## src/rtl/patternbuf_pkg.sv

```systemverilog
// patternbuf_pkg: shared sizes, controller state type and the binary-to-one-hot helper.
package patternbuf_pkg;
    localparam int BUFFER_WIDTH = 8;
    localparam int BUFFER_SIZE  = 32;
    localparam int ADDR_WIDTH   = $clog2(BUFFER_SIZE);
    localparam int SHIFT_LEN    = BUFFER_SIZE * BUFFER_WIDTH;
    localparam int CNT_W        = $clog2(SHIFT_LEN);

    typedef enum logic [1:0] {IDLE, SHIFT, DONE} pbc_state_t;

    // Addresses beyond the buffer decode to all-zero so they select nothing.
    function automatic logic [BUFFER_SIZE-1:0] onehot(input logic [ADDR_WIDTH-1:0] addr);
        onehot = '0;
        if (int'(addr) < BUFFER_SIZE) onehot[addr] = 1'b1;
    endfunction
endpackage

```

## src/rtl/patternbuf_ctrl_if.sv

```systemverilog
// patternbuf_ctrl_if: requester-side read/write/reload bus of the pattern buffer controller.
interface patternbuf_ctrl_if;
    import patternbuf_pkg::*;
    logic                    rd_en;
    logic [ADDR_WIDTH-1:0]   rd_addr;
    logic                    rd_valid;
    logic                    wr_en;
    logic [ADDR_WIDTH-1:0]   wr_addr;
    logic [BUFFER_WIDTH-1:0] wr_data;
    logic                    wr_stall;
    logic                    load_start;
    logic                    sin_in;
    logic                    load_busy;
    logic                    load_done;

    modport master (
        output rd_en, rd_addr, wr_en, wr_addr, wr_data, load_start, sin_in,
        input  rd_valid, wr_stall, load_busy, load_done
    );
    modport slave (
        input  rd_en, rd_addr, wr_en, wr_addr, wr_data, load_start, sin_in,
        output rd_valid, wr_stall, load_busy, load_done
    );
endinterface

```

## src/rtl/patternbuf_onehot.sv

```systemverilog
// patternbuf_onehot: binary word address to one-hot pointer, out-of-range gives zero.
module patternbuf_onehot
    import patternbuf_pkg::*;
(
    input  logic [ADDR_WIDTH-1:0]  addr,
    output logic [BUFFER_SIZE-1:0] hot
);
    assign hot = onehot(addr);
endmodule

```

## src/rtl/patternbuf_ctrl.sv

```systemverilog
// patternbuf_ctrl: turns read/write requests into one-hot pointers and write strobes,
// and sequences the full serial reload while keeping writes off the shift cycles.
module patternbuf_ctrl
    import patternbuf_pkg::*;
(
    input  logic                    clk,
    input  logic                    reset,
    patternbuf_ctrl_if.slave        bus,
    output logic [BUFFER_SIZE-1:0]  fieldp,
    output logic [BUFFER_SIZE-1:0]  fieldwp,
    output logic [BUFFER_WIDTH-1:0] field_in,
    output logic                    field_write,
    output logic                    ssel,
    output logic                    sin
);
    pbc_state_t             state, state_nx;
    logic [CNT_W-1:0]       count;
    logic                   start, wr_ok, last;
    logic [BUFFER_SIZE-1:0] rd_hot, wr_hot;

    patternbuf_onehot u_rd (.addr(bus.rd_addr), .hot(rd_hot));
    patternbuf_onehot u_wr (.addr(bus.wr_addr), .hot(wr_hot));

    always_ff @(posedge clk)
        if (reset) state <= IDLE;
        else state <= state_nx;

    always_comb
        state_nx = (state == IDLE)  ? (bus.load_start ? SHIFT : IDLE) :
                   (state == SHIFT) ? (last ? DONE : SHIFT) : IDLE;

    // A starting reload claims the cycle, so a same-cycle write waits.
    always_comb begin
        start         = (state == IDLE) & bus.load_start;
        last          = count == CNT_W'(SHIFT_LEN - 1);
        bus.load_busy = state == SHIFT;
        bus.wr_stall  = bus.load_busy | start;
        wr_ok         = bus.wr_en & ~bus.wr_stall;
    end

    always_ff @(posedge clk)
        if (reset) begin
            count         <= '0;
            fieldp        <= BUFFER_SIZE'(1);
            fieldwp       <= '0;
            field_in      <= '0;
            field_write   <= 1'b0;
            ssel          <= 1'b0;
            sin           <= 1'b0;
            bus.rd_valid  <= 1'b0;
            bus.load_done <= 1'b0;
        end else begin
            count         <= bus.load_busy ? count + 1'b1 : '0;
            fieldp        <= bus.rd_en ? rd_hot : fieldp;
            fieldwp       <= wr_ok ? wr_hot : '0;
            field_in      <= wr_ok ? bus.wr_data : field_in;
            field_write   <= wr_ok;
            ssel          <= bus.load_busy;
            sin           <= bus.load_busy & bus.sin_in;
            bus.rd_valid  <= bus.rd_en & ~bus.load_busy & ~start;
            bus.load_done <= state == DONE;
        end
endmodule

```

## src/flat_wrapper.sv

```systemverilog
// flat-port wrapper written by rule: the top's interface ports become plain ports
module patternbuf_ctrl_flat import patternbuf_pkg::*;
  (clk, reset, fieldp, fieldwp, field_in, field_write, ssel, sin, bus_rd_en, bus_rd_addr, bus_wr_en, bus_wr_addr, bus_wr_data, bus_load_start, bus_sin_in, bus_rd_valid, bus_wr_stall, bus_load_busy, bus_load_done);
  patternbuf_ctrl_if bus_i ();
  input  logic clk;
  input  logic reset;
  output logic [BUFFER_SIZE-1:0] fieldp;
  output logic [BUFFER_SIZE-1:0] fieldwp;
  output logic [BUFFER_WIDTH-1:0] field_in;
  output logic field_write;
  output logic ssel;
  output logic sin;
  input wire logic [$bits(bus_i.rd_en)-1:0] bus_rd_en;
  input wire logic [$bits(bus_i.rd_addr)-1:0] bus_rd_addr;
  input wire logic [$bits(bus_i.wr_en)-1:0] bus_wr_en;
  input wire logic [$bits(bus_i.wr_addr)-1:0] bus_wr_addr;
  input wire logic [$bits(bus_i.wr_data)-1:0] bus_wr_data;
  input wire logic [$bits(bus_i.load_start)-1:0] bus_load_start;
  input wire logic [$bits(bus_i.sin_in)-1:0] bus_sin_in;
  output wire logic [$bits(bus_i.rd_valid)-1:0] bus_rd_valid;
  output wire logic [$bits(bus_i.wr_stall)-1:0] bus_wr_stall;
  output wire logic [$bits(bus_i.load_busy)-1:0] bus_load_busy;
  output wire logic [$bits(bus_i.load_done)-1:0] bus_load_done;
  assign bus_i.rd_en = bus_rd_en;
  assign bus_i.rd_addr = bus_rd_addr;
  assign bus_i.wr_en = bus_wr_en;
  assign bus_i.wr_addr = bus_wr_addr;
  assign bus_i.wr_data = bus_wr_data;
  assign bus_i.load_start = bus_load_start;
  assign bus_i.sin_in = bus_sin_in;
  assign bus_rd_valid = bus_i.rd_valid;
  assign bus_wr_stall = bus_i.wr_stall;
  assign bus_load_busy = bus_i.load_busy;
  assign bus_load_done = bus_i.load_done;
  patternbuf_ctrl u_core (.clk(clk), .reset(reset), .bus(bus_i), .fieldp(fieldp), .fieldwp(fieldwp), .field_in(field_in), .field_write(field_write), .ssel(ssel), .sin(sin));
endmodule
```

## config.mk

```make
export PLATFORM = sky130hd
export DESIGN_NAME = patternbuf_ctrl_flat
export DESIGN_NICKNAME = d
export VERILOG_FILES = /design/src/rtl/patternbuf_pkg.sv /design/src/rtl/patternbuf_ctrl_if.sv /design/src/rtl/patternbuf_onehot.sv /design/src/rtl/patternbuf_ctrl.sv /design/src/flat_wrapper.sv
export SDC_FILE = /design/constraint.sdc
export NUM_CORES = 1
export LEC_CHECK = 0
export BUFFER_PORTS_ARGS = -buffer_cell sky130_fd_sc_hd__buf_2
export CORE_ASPECT_RATIO = 1.5
export CORE_MARGIN = 2
export CORE_UTILIZATION = 45
export CTS_CLUSTER_DIAMETER = 100
export DETAILED_ROUTE_END_ITERATION = 8
export GPL_TIMING_DRIVEN = 0
export HOLD_SLACK_MARGIN = 0.03
export PLACE_DENSITY_LB_ADDON = 0.15
export SETUP_SLACK_MARGIN = 0.05
export SLEW_MARGIN = 15
export SYNTH_ARGS = -nofsm -noshare
export SYNTH_HDL_FRONTEND = slang
export SYNTH_SLANG_ARGS = --single-unit
```

## constraint.sdc

```tcl
create_clock -name clk -period 2 [get_ports clk]
set_clock_uncertainty 0.05 [all_clocks]
set_input_delay 0.4 -clock clk [delete_from_list [all_inputs] [get_ports clk]]
set_output_delay 0.4 -clock clk [all_outputs]
set_load 0.005 [all_outputs]
```

# [After elaboration in Yosys (flattened, before gate mapping)]
# Index checks and enable logic that the tools add are counted.
[totals] ff_bits=87 latch_bits=0 ramBits=0 rom_bits=0 in_bits=24 out_inout_bits=79 word_cells=41 n_memories=0
[classes] add_sub_neg=1 n_mul=0 div=0 order_cmp=4 eq_ne=3 shift=0 n_mux=8 n_bitwise=10 n_reduce_logical=5
[op_table] op="$lt 5x6->1 const B" count=2
[op_table] op="$demux 1 s5" count=2
[op_table] op="$ge 5x1->1 const B" count=2
[op_table] op="$add 8x1->8 const B" count=1
[op_table] op="$eq 8x8->1 const B" count=1
[op_table] op="$mux 2" count=3
[op_table] op="$and 1x1->1" count=5
[op_table] op="$not 1->1" count=4
[op_table] op="$reduce_or 2->1" count=2
[op_table] op="$mux 1" count=3
[op_table] op="$eq 2x1->1 const B" count=1
[op_table] op="$eq 2x2->1 const B" count=1
[op_table] op="$logic_and 1x1->1" count=2
[op_table] op="$logic_not 2->1" count=1
[op_table] op="$or 1x1->1" count=1

# [Logic depth before layout (Yosys ltp)]
[logic_depth] word_depth=7 mapped_depth=6 ltp_nobuf=4

# [By module]
# From an unflattened synthesis, not the netlist that was laid out.
[hier_totals] cells_unflattened=352 area_unflattened_um2=3334.4
[modules_own_cells] module="patternbuf_ctrl" instances=1 cells_each=258 area_per_inst_um2=2899.0 seq_area_each_um2=1741.7
[modules_own_cells] module="patternbuf_onehot at u_core.u_rd" instances=1 cells_each=47 area_per_inst_um2=221.5 seq_area_each_um2=0.0
[modules_own_cells] module="patternbuf_onehot at u_core.u_wr" instances=1 cells_each=47 area_per_inst_um2=214.0 seq_area_each_um2=0.0

# [Least setup slack after synthesis]
# Ideal clock, no wire load.
[synth_path] path_type="input port to flip-flop" from="input bus_wr_en" to="register u_core.fieldwp[24]" setup_ns=0.075 t_arrival_ns=1.453 required_time_ns=1.875 slack_ns=0.422 path_stages=6 n_path_buf=3 cell_sequence="buf_6 inv_4 or4_4 buf_6 buf_6 nor3_2"
[synth_via] elab_chain_len=3
[synth_lines] item="from (decl)" line="flat_wrapper.sv:15" rtl="input wire logic [$bits(bus_i.wr_en)-1:0] bus_wr_en;"
[synth_lines] item="$and 1x1->1" line="patternbuf_ctrl.sv:38" rtl="wr_ok = bus.wr_en & ~bus.wr_stall;"
[synth_lines] item="$not 1->1 (no source line)"
[synth_lines] item="$reduce_or 2->1 (no source line)"
[synth_lines] item="to (signal assigned)" line="patternbuf_ctrl.sv:55" rtl="fieldwp <= wr_ok ? wr_hot : '0;"
[synth_lines] item="to (decl)" line="patternbuf_ctrl.sv:10" rtl="output logic [BUFFER_SIZE-1:0] fieldwp,"
# No other way between the ends.
# A chain may end at the register's enable or synchronous reset.

# [Final worst setup path]
[layout_path] from="register u_core.state[0]" to="register u_core.fieldwp[27]"
[layout_via] elab_chain_len=7 word_cells_on_any_way=8 cone_classes="eq/ne: 1; bitwise: 5; reduce/logical: 2"
[layout_lines] item="from (decl)" line="patternbuf_ctrl.sv:16" rtl="pbc_state_t state, state_nx;"
[layout_lines] item="from (signal assigned)" line="patternbuf_ctrl.sv:26" rtl="else state <= state_nx;"
[layout_lines] item="$logic_not 2->1" line="patternbuf_ctrl.sv:34" rtl="start = (state == IDLE) & bus.load_start;"
[layout_lines] item="$and 1x1->1" line="patternbuf_ctrl.sv:34"
[layout_lines] item="$or 1x1->1 *" line="patternbuf_ctrl.sv:37" rtl="bus.wr_stall = bus.load_busy | start;"
[layout_lines] item="$not 1->1 *" line="patternbuf_ctrl.sv:38"
[layout_lines] item="$and 1x1->1 *" line="patternbuf_ctrl.sv:38"
[layout_lines] item="$not 1->1 (no source line) *"
[layout_lines] item="$reduce_or 2->1 (no source line) *"
# Mark *: on every way between the ends. The rest lies on a longest branch, timed or not.

==> reports/metrics.csv <==
stage;metric;value;unit
outcome;outcome;complete, no violations;
detailed_routing;finalWirelength;6570;microns
die;core;0.00640;sq mm
setup_path;worst-path-max-fanout;10;
yosys;syn_inst;291;
clock_tree;insertion_delay;0.34;ns
clock_tree;numCtsBuffers;9;
yosys;ys_ff_latch;87;
detailed_routing;firstDrtPassIters;4;
setup_path;slowest_stage;dfxtp_1;
finish;syn_to_final_growth;26.8;%
timing;hold_viol_final;0;
clock_tree;clk_pin_slew_worst_paths;0.08;ns
place;place_inst;468;
pwr;vdd.ir_drop.worst;0.456;mV
detailed_routing;first_iter_violations;70;
pwr;clkPwrFrac;0.373;
timing;setup_violations;0;
place;dp_hpwl;4800;microns
finish;layout-drive-gt1-share;0.337;
yosys;synth_nets;316;
setup_path;crit_arrival;1.85;ns
grt;grt_use_met1;0.205;
setup_path;crit_chain;o21bai_2 > buf_2 > nand4b_2 > clkbuf_1 > nor3_1;
yosys;ys_top_cells_by_area;dfxtp_1 59%, a22oi_1 7.9%, nor2_1 4.6%, nor3_1 4.4%, nor3_2 3.4%;
yosys;synth_edf_count;0;
finish;layout.nets;427;
clock_tree;clock-sinks;87;
timing;rsz0062_at_grt;no;
grt;top_usage_layer;met2;
finish;instances_no_fill;483;
pwr;share_comb_of_total_power;0.063;
grt;grt_usage;0.184;
die;fp.dieArea;0.00720;sq mm
pwr;netSwitchingFraction;0.232;
finish;final_area;0.00372;sq mm
yosys;netlist_area;0.00294;sq mm
die;die_x;70.0;microns
grt;grt_pass1_wl;10500;microns
timing;period_minus_slack;1.63;ns
yosys;ys.flop_type;dfxtp_1;
grt;grt_pass1_vias;2262;
yosys;synth.most_common_cell;dfxtp_1;
timing;fin_crit_sh;0.814;
pwr;power_frac_seq;0.564;
detailed_routing;num_vias;2497;
detailed_routing;ant_nets;0;
die;io_pins;103;
place;gp_congestion;0.763;
place;io_buffers;101;
detailed_routing;drc;0;
timing;clock.fmax;614;MHz
grt;antenna_found_initial;0;
grt;grt_max_degree;15;
setup_path;start_kind;flip-flop;
setup_path;critPathMaxStageDelay;0.35;ns
min_path;hold_path.class;in2reg;
pwr;pwr_density_cell;839;mW/mm^2
finish;antenna-diode-count;0;
yosys;async_flop_share;0;
clock_tree;htree_num_levels;3;
yosys;synth_top_area_cell;dfxtp_1;
yosys;synth_cell_type_count;34;
clock_tree;ctsLongestPathBuffers;2;
run;cap_violations;0;
timing;slew_headroom;0.616;
timing;setup_tns;0;ns
yosys;yosysSeqAreaShare;0.593;
clock_tree;cts-root-buf;clkbuf_8;
yosys;yosys_warnings;0;
grt;grt_use_met2;0.320;
timing;slew_violations;0;
timing;hold_slack;0.204;ns
pwr;intPower;0.00240;W
grt;use_met3;0.0694;
die;start_util;0.459;
grt;grt_overflow;0;
setup_path;required;2.22;ns
pwr;power_switching;0.000724;W
timing;tightestPinTransition;0.573;ns
die;num_rows;36;
detailed_routing;avgRoutedWirePerCell;13.6;microns
detailed_routing;routed_via_density;5.17;
yosys;synth_commonest_cells;87 x dfxtp_1, 36 x nor2_1, 31 x a22oi_1;
setup_path;path_class;reg2reg;
clock_tree;cts_tree;done;
die;die-height;103;microns
pwr;p_leak;1.63;nW
yosys;synth_area_per_cell;10.1;sq um
place;dpl_cell_area;0.00354;sq mm
yosys;synth_top_cell_area_share;0.593;
setup_path;end_kind;flip-flop;
layout by cell type, fill, tap and decap left out, types with 3 or more instances in the layout:
cell type,n
or3_1,3
nand3_1,12
clkbuf_1,10
a22oi_1,31
o21ai_0,11
buf_1,11
buf_2,102
nor3_1,26
and3b_1,5
buf_6,3
dfxtp_1,87
nor2_1,36
clkbuf_8,9
nand2_1,4
a21oi_1,11
nand2b_1,5
nor3_2,10
nor3b_1,4
cell families after synthesis:
kind of cell | synth area share
flip-flops | 0.593
buffers and inverters | 0.0447
AND/OR/NAND/NOR | 0.222
XOR/XNOR | 0.00895
AO/OA/AOI/OAI | 0.127
adder cells (fa/ha/maj) | 0.00426
repair_timing:
action,CTS,global route
hold endpoints to repair,0,0
resized for setup,0,0
hold buffers,0,0
buffers inserted,0,0
endpoints found under the setup margin,0,1
per-stage QoR:
| stage | total power [W] | setup slack (ns) | util |
|---|---|---|---|
| detailed placement | 0.00200 | 0.199 | 0.553 |
| global route | 0.00326 | 0.161 | 0.582 |
| finish | 0.00312 | 0.372 | 0.582 |
| CTS | 0.00315 | 0.109 | 0.583 |
| global placement | 0.00200 | 0.197 | 0.553 |
| floorplan | 0.00192 | 0.422 | - |
state kept, by name, summed over array words and instances (netlist names):
name,cells
u_core.field_write,1
u_core.fieldp,32
u_core.sin,1
u_core.field_in,8
u_core.ssel,1
u_core.count,8
u_core.fieldwp,32
u_core.state,2
u_core.bus.rd_valid,1
u_core.bus.load_done,1
area by class of cell:
type	count	area [sq um]
inverters	4	17.5
repair buffers	101	505
well taps	76	95.1
clock buffers	11	131
flip-flops and latches	87	1740
fillers	588	2670
multi-input cells	176	1060
plain buffers	23	110
clock inverters	5	58.8
power groups by stage:
| stage | Combinational, W | Sequential [W] | Clock (W) |
|---|---|---|---|
| after floorplan | 0.000112 | 0.00180 | 0 |
| after global placement | 0.000198 | 0.00180 | 0 |
| after detailed placement | 0.000199 | 0.00180 | 0 |
| after CTS | 0.000199 | 0.00176 | 0.00119 |
| after global routing | 0.000222 | 0.00176 | 0.00128 |
| final | 0.000196 | 0.00176 | 0.00117 |
critical path, delay by kind of cell, from the launching register on:
kind | cells | cell delay, ns
AO/OA/AOI/OAI | 1 | 0.16
buffers and inverters | 2 | 0.53
flip-flops | 1 | 0.35
AND/OR/NAND/NOR | 2 | 0.46
routing by layer:
layer	vias up	part of all wire
met3	4	0.072
met4	0	0.0068
met2	84	0.52
met5	-	0
li1	1243	-
met1	1166	0.40
path summary, 6_finish.rpt:
kind	start	to	slack [ns]	depth (start not counted)
max reg2reg	u_core.state[0]	u_core.fieldwp[27]	0.37	5
min	bus_sin_in	u_core.sin	0.20	2
min reg2reg	u_core.count[0]	u_core.count[0]	0.40	1
max	u_core.state[0]	u_core.fieldwp[27]	0.37	5
Power figures use the tool's default switching activity.
